## src/rtl/dslp_pkg.sv

```systemverilog
// rtl/dslp_pkg.sv - shared types and seven-segment codes for the dual-slope ADC sequencer
package dslp_pkg;

    typedef enum logic [2:0] {
        IDLE  = 3'd0,
        DISCH = 3'd1,
        INTEG = 3'd2,
        DEINT = 3'd3,
        LATCH = 3'd4
    } state_t;

    typedef logic [3:0] bcd_t;

    // Segment order {g,f,e,d,c,b,a}, active high
    localparam logic [6:0] SEG_0     = 7'h3F;
    localparam logic [6:0] SEG_1     = 7'h06;
    localparam logic [6:0] SEG_2     = 7'h5B;
    localparam logic [6:0] SEG_3     = 7'h4F;
    localparam logic [6:0] SEG_4     = 7'h66;
    localparam logic [6:0] SEG_5     = 7'h6D;
    localparam logic [6:0] SEG_6     = 7'h7D;
    localparam logic [6:0] SEG_7     = 7'h07;
    localparam logic [6:0] SEG_8     = 7'h7F;
    localparam logic [6:0] SEG_9     = 7'h6F;
    localparam logic [6:0] SEG_BLANK = 7'h00;

    function automatic logic [6:0] seg_of(input bcd_t d);
        case (d)
            4'd0:    seg_of = SEG_0;
            4'd1:    seg_of = SEG_1;
            4'd2:    seg_of = SEG_2;
            4'd3:    seg_of = SEG_3;
            4'd4:    seg_of = SEG_4;
            4'd5:    seg_of = SEG_5;
            4'd6:    seg_of = SEG_6;
            4'd7:    seg_of = SEG_7;
            4'd8:    seg_of = SEG_8;
            4'd9:    seg_of = SEG_9;
            default: seg_of = SEG_BLANK;
        endcase
    endfunction

endpackage

```

## src/rtl/dslp_adc_seq_bcd_counter.sv

```systemverilog
// rtl/dslp_adc_seq_bcd_counter.sv - N-digit BCD up-counter shared by integrate and de-integrate phases
module dslp_bcd_counter
    import dslp_pkg::*;
#(
    parameter int DIGITS = 3
) (
    input  logic                clk,
    input  logic                reset,
    input  logic                clr_i,
    input  logic                en_i,
    output logic [4*DIGITS-1:0] value_o,
    output logic                at_max_o
);

    logic [4*DIGITS-1:0] value_q;
    logic [4*DIGITS-1:0] value_d;
    logic                carry;

    always_comb begin
        value_d = value_q;
        carry   = en_i;
        for (int i = 0; i < DIGITS; i++) begin
            if (carry) begin
                if (bcd_t'(value_q[4*i +: 4]) == 4'd9) begin
                    value_d[4*i +: 4] = 4'd0;
                end else begin
                    value_d[4*i +: 4] = value_q[4*i +: 4] + 4'd1;
                    carry             = 1'b0;
                end
            end
        end
        if (clr_i) value_d = '0;
    end

    always_ff @(posedge clk or negedge reset) begin
        if (!reset) value_q <= '0;
        else        value_q <= value_d;
    end

    assign value_o  = value_q;
    assign at_max_o = (value_q == {DIGITS{4'h9}});

endmodule

```

## src/rtl/dslp_adc_seq.sv

```systemverilog
// rtl/dslp_adc_seq.sv - dual-slope ADC sequencer with BCD result; DSLP_SSG_EN adds the ssg display output
module dslp_adc_seq
    import dslp_pkg::*;
#(
    parameter int DIGITS    = 3,
    parameter int DISCH_MAX = 4096,
    parameter int CONT      = 0
) (
    input  logic                clk,
    input  logic                reset,
    input  logic                start,
    input  logic                cap_discharged,
    input  logic                cmp_pos,
    output logic                ch_zero,
    output logic                ch_vmeas,
    output logic                ch_vref_p,
    output logic                ch_vref_n,
    output logic                busy,
    output logic                done,
    output logic [4*DIGITS-1:0] result_bcd,
    output logic                result_neg,
    output logic                overrange,
    output logic                timeout
`ifdef DSLP_SSG_EN
    ,
    output logic [7*DIGITS-1:0] ssg
`endif
);

    localparam int DISCH_W = (DISCH_MAX > 2) ? $clog2(DISCH_MAX) : 1;
    localparam logic [DISCH_W-1:0] DISCH_LAST = DISCH_W'(DISCH_MAX - 1);

    state_t              state_q;
    logic [DISCH_W-1:0]  disch_q;
    logic                pol_q;
    logic [1:0]          cd_s_q, cmp_s_q;
    logic                cd_sync, cmp_sync;
    logic                cnt_en, cnt_clr, cnt_at_max;
    logic [4*DIGITS-1:0] cnt_val;

    always_ff @(posedge clk or negedge reset) begin
        if (!reset) begin
            cd_s_q  <= '0;
            cmp_s_q <= '0;
        end else begin
            cd_s_q  <= {cd_s_q[0], cap_discharged};
            cmp_s_q <= {cmp_s_q[0], cmp_pos};
        end
    end

    assign cd_sync  = cd_s_q[1];
    assign cmp_sync = cmp_s_q[1];

    // Counter restarts from zero at the INTEG->DEINT boundary
    assign cnt_en  = (state_q == INTEG) || (state_q == DEINT);
    assign cnt_clr = !cnt_en || ((state_q == INTEG) && cnt_at_max);

    dslp_bcd_counter #(.DIGITS(DIGITS)) u_cnt (
        .clk      (clk),
        .reset    (reset),
        .clr_i    (cnt_clr),
        .en_i     (cnt_en),
        .value_o  (cnt_val),
        .at_max_o (cnt_at_max)
    );

    always_ff @(posedge clk or negedge reset) begin
        if (!reset) begin
            state_q    <= IDLE;
            disch_q    <= '0;
            pol_q      <= 1'b0;
            ch_zero    <= 1'b0;
            ch_vmeas   <= 1'b0;
            ch_vref_p  <= 1'b0;
            ch_vref_n  <= 1'b0;
            busy       <= 1'b0;
            done       <= 1'b0;
            result_bcd <= '0;
            result_neg <= 1'b0;
            overrange  <= 1'b0;
            timeout    <= 1'b0;
        end else begin
            done <= 1'b0;
            case (state_q)
                IDLE: begin
                    if (start) begin
                        state_q <= DISCH;
                        disch_q <= '0;
                        ch_zero <= 1'b1;
                        busy    <= 1'b1;
                    end
                end
                DISCH: begin
                    if (cd_sync) begin
                        state_q  <= INTEG;
                        ch_zero  <= 1'b0;
                        ch_vmeas <= 1'b1;
                    end else if (disch_q == DISCH_LAST) begin
                        state_q   <= LATCH;
                        ch_zero   <= 1'b0;
                        timeout   <= 1'b1;
                        overrange <= 1'b0;
                        done      <= 1'b1;
                    end else begin
                        disch_q <= disch_q + 1'b1;
                    end
                end
                INTEG: begin
                    if (cnt_at_max) begin
                        state_q   <= DEINT;
                        pol_q     <= cmp_sync;
                        ch_vmeas  <= 1'b0;
                        ch_vref_n <= cmp_sync;
                        ch_vref_p <= !cmp_sync;
                    end
                end
                DEINT: begin
                    // A zero cross on the full-scale cycle still counts as a valid reading
                    if ((cmp_sync != pol_q) || cnt_at_max) begin
                        state_q    <= LATCH;
                        ch_vref_p  <= 1'b0;
                        ch_vref_n  <= 1'b0;
                        done       <= 1'b1;
                        timeout    <= 1'b0;
                        result_neg <= !pol_q;
                        if (cmp_sync != pol_q) begin
                            result_bcd <= cnt_val;
                            overrange  <= 1'b0;
                        end else begin
                            result_bcd <= {DIGITS{4'h9}};
                            overrange  <= 1'b1;
                        end
                    end
                end
                LATCH: begin
                    if (CONT != 0) begin
                        state_q <= DISCH;
                        disch_q <= '0;
                        ch_zero <= 1'b1;
                    end else begin
                        state_q <= IDLE;
                        busy    <= 1'b0;
                    end
                end
                default: state_q <= IDLE;
            endcase
        end
    end

`ifdef DSLP_SSG_EN
    logic [7*DIGITS-1:0] ssg_d;
    logic                lead;

    always_comb begin
        ssg_d = '0;
        lead  = 1'b1;
        for (int i = DIGITS - 1; i >= 0; i--) begin
            if (lead && (i != 0) && (result_bcd[4*i +: 4] == 4'd0)) begin
                ssg_d[7*i +: 7] = SEG_BLANK;
            end else begin
                lead            = 1'b0;
                ssg_d[7*i +: 7] = seg_of(result_bcd[4*i +: 4]);
            end
        end
    end

    always_ff @(posedge clk or negedge reset) begin
        if (!reset) ssg <= '0;
        else        ssg <= ssg_d;
    end
`endif

endmodule

```

## config.mk

```make
export PLATFORM = sky130hd
export DESIGN_NAME = dslp_adc_seq
export DESIGN_NICKNAME = d
export VERILOG_FILES = /design/src/rtl/dslp_pkg.sv /design/src/rtl/dslp_adc_seq_bcd_counter.sv /design/src/rtl/dslp_adc_seq.sv
export SDC_FILE = /design/constraint.sdc
export NUM_CORES = 1
export LEC_CHECK = 0
export ABC_AREA = 1
export CAP_MARGIN = 20
export CORE_UTILIZATION = 54
export CTS_BUF_LIST = sky130_fd_sc_hd__clkbuf_4
export CTS_CLUSTER_DIAMETER = 30
export CTS_CLUSTER_SIZE = 10
export DETAILED_ROUTE_END_ITERATION = 12
export GPL_TIMING_DRIVEN = 1
export PLACE_DENSITY = 0.72
export SLEW_MARGIN = 20
export SYNTH_ARGS = -nofsm -noshare
export SYNTH_HDL_FRONTEND = slang
export SYNTH_SLANG_ARGS = --single-unit
export TNS_END_PERCENT = 30
```

## constraint.sdc

```tcl
create_clock -name clk -period 2 [get_ports clk]
set_clock_uncertainty 0.15 [all_clocks]
set_input_delay 0.6 -clock clk [delete_from_list [all_inputs] [get_ports clk]]
set_output_delay 0.6 -clock clk [all_outputs]
set_load 0.02 [all_outputs]
```

==> results.cfg <==
[routing]
drc = 1
final_antenna_net_count = 0
wl_per_cell_microns = 12.9
drt_iter0_markers = 106
drt_wl_total_microns = 5090
dr_total_vias = 2025
via_per_inst = 5.14
firstDrtPassIters = 8

[power]
cellPowerDensity_nw_per_um2 = 1120
ir_worst_vdd_v = 0.000621
p_leak_nw = 1.53

[logic_synthesis]
synth_cells = 304
synth_area_sq_um = 2600
ys_types = 30
ys_seq_area_frac = 0.510
yosysTopAreaCell = dfrtp_1
synth_top_area_share = 0.510
synth_nets = 316
ys_ff_latch = 53
ys_top_cells_by_area = dfrtp_1 (51%), nand2_1 (11%), nor2_1 (5.8%), nand3_1 (5.4%), inv_1 (3.6%)
synth_warnings = 0
syn_avg_cell_area_sq_um = 8.55

[outcome]
status = finished, violations left
violations = DRC

[setup_path]
start_kind = register
critical_path.max_fanout = 2
crit_path_max_incr_delay_ns = 0.42
critPathTopFamily = flip-flops
r2r-start = disch_q[0]
cp-startpoint = result_bcd[2]
cp-endpoint = result_bcd[2]
worstReg2RegEnd = state_q[0]
crit_arrival_ns = 1.12
worst_path_max_delay_cell = dfrtp_1
r2r_setup_slack_ns = 0.20
endpoint_kind = output pin
path_buf_inv = 1
r2r_cells = 8
required_ns = 1.25
critical_path_class = register to output pin
path_cells = dlygate4sd2_1
critical_path_cell_count = 1

[global_routing]
antenna_found_initial = 0
grt_max_degree = 54
grt-ovfl-total = 0
grt_use_total = 0.223
grt_pass1_vias = 1969
grt_pass1_wl_microns = 8820

[place]
post_dp_cell_area_sq_um = 2950
dpl.hpwl_microns = 3620
gp_congestion = 0.798
place_ws_ns = 0.0271
io_buffers = 25

[worst_hold_path]
hold_class = input pin to asynchronous set/reset pin

[timing]
finalWorstSetupSlack_ns = 0.130
clock.fmax_ghz = 0.535
slew_violations = 0
rsz0062_at_grt = no
setup_viol = 0
setup_tns_ns = 0
fin_crit_ns = 1.87
worst_pin_slew_ns = 0.386
relSlewSlack = 0.742
report.final.hold_viol_count = 0
timing.final.crit_share = 0.935

[cts]
htreeDepth = 2
cts.clk_slew.worst_paths_ns = 0.14
root_buffer = clkbuf_4
cts_sinks = 53
cts_tree = yes
cts_made_buffers = 5
cts_buffer_depth = 2
cts_post_setup_buffers_inserted = 0
ctsHoldBuffers = 0
insertion_delay_ns = 0.38

[finish]
synthToLayoutAreaGrowth_pct = 15.2
fin_nets = 353
antenna_cells = 0
final_area_sq_um = 2990
drive_gt1_frac = 0.140
post-route-util = 0.669

[floorplan]
core_sq_um = 4470
num_rows = 24
die_h_microns = 71.4
start_util = 0.581
io_pins = 26
dieArea_sq_um = 5090
die_w_microns = 71.4

[run]
cap_viol_max_count = 0
-- state kept, by name, indices dropped and copies added, names as in the netlist --
signal,cells
disch_q,12
cmp_s_q,2
u_cnt.value_o,12
done,1
ch_vref_n,1
ch_zero,1
overrange,1
pol_q,1
busy,1
cd_s_q,2
ch_vmeas,1
ch_vref_p,1
result_neg,1
state_q,3
result_bcd,12
timeout,1
-- power breakdown --
group / switching [mW] / internal, mW
logic: 0.938 / 0.462
clock network: 0.326 / 0.182
registers: 0.143 / 1.29
total: 1.41 / 1.94
-- layer usage --
| metal | vias up | global-route usage | part of all wire |
|---|---|---|---|
| met3 | 4 | 0.0464 | 0.037 |
| met4 | 0 | 0.0733 | 0.010 |
| li1 | 1039 | - | - |
| met5 | - | 0 | 0 |
| met2 | 40 | 0.360 | 0.45 |
| met1 | 942 | 0.304 | 0.50 |
-- per-stage QoR --
step	instances	total power, mW	hold slack, ns
6_report	394	3.34	0.0320
5_1_grt	394	3.57	0.0548
4_1_cts	394	3.36	0.0330
3_5_place_dp	386	2.96	0.200
3_3_place_gp	386	2.93	0.185
2_1_floorplan	304	2.46	0.154
-- placed cells by master, fill, tap and decap left out, types with 2 or more instances in the layout --
cell             count
inv_2                7
o21ai_0             10
nor3_1               3
nand2_2              4
or2_2                3
xnor2_1              2
nand2_1             73
ha_1                 7
nand2_4              2
a21oi_1              3
inv_1               25
nand3_1             28
nor2_4               3
nand4_1              5
dfrtp_1             53
dlygate4sd2_1       21
nor2_2               6
clkdlybuf4s50_1      3
nand3b_1             2
o21ai_1              9
clkbuf_4             8
o21ai_2              4
buf_4                6
nor2_1              39
xor2_1               6
-- cell usage after synthesis --
master     n
xor2_1     6
o21ai_0   10
o21ai_1    9
o21ai_2    4
nand3_1   28
buf_6      1
nor2_4     3
nand3b_1   2
nor2_2     5
inv_2      7
inv_1     25
or2_1      1
nand2_8    1
a21boi_0   1
nand4_1    5
or2_2      3
dfrtp_1   53
o311ai_0   1
xnor2_1    2
nor3_1     4
nand2_1   73
nand2_2    5
nand2_4    1
a21oi_1    3
o22ai_1    1
ha_1       7
buf_8      1
o21bai_1   1
nand3_2    1
nor2_1    40
-- cell families (layout without fill, tap and decap cells) --
kind of cell	Yosys count	after routing	synth area share
AOI/OAI and AO/OA	30	30	0.0674
xor gates and xnor gates	8	8	0.0270
and+or+nand+nor	172	172	0.305
DFF	53	53	0.510
buffers and inverters	34	72	0.0563
adders and majority gates	7	7	0.0337
-- worst min path at each step --
stage | from | endpoint | slack (ns) | cells past startpoint
finish | reset | disch_q[2] | 0.03 | 2
global route | reset | timeout | 0.05 | 2
global placement | cd_s_q[0] | cd_s_q[1] | 0.18 | 0
floorplan | reset | busy | 0.15 | 0
CTS | reset | overrange | 0.03 | 2
detailed placement | cd_s_q[0] | cd_s_q[1] | 0.20 | 0
-- cell type report --
cell class	count	area [sq um]
fill	401	1480
sequential	53	1330
multi-input combinational	217	1140
timing repair buffer	32	284
inverter	32	120
tap	52	65.1
clock buffer	8	60.1
-- repair_timing --
action	CTS	global route
endpoints found under the setup margin	21	19
gates resized for setup	21	3
gates cloned	0	0
No activity file was read; power rests on OpenSTA's default activity.
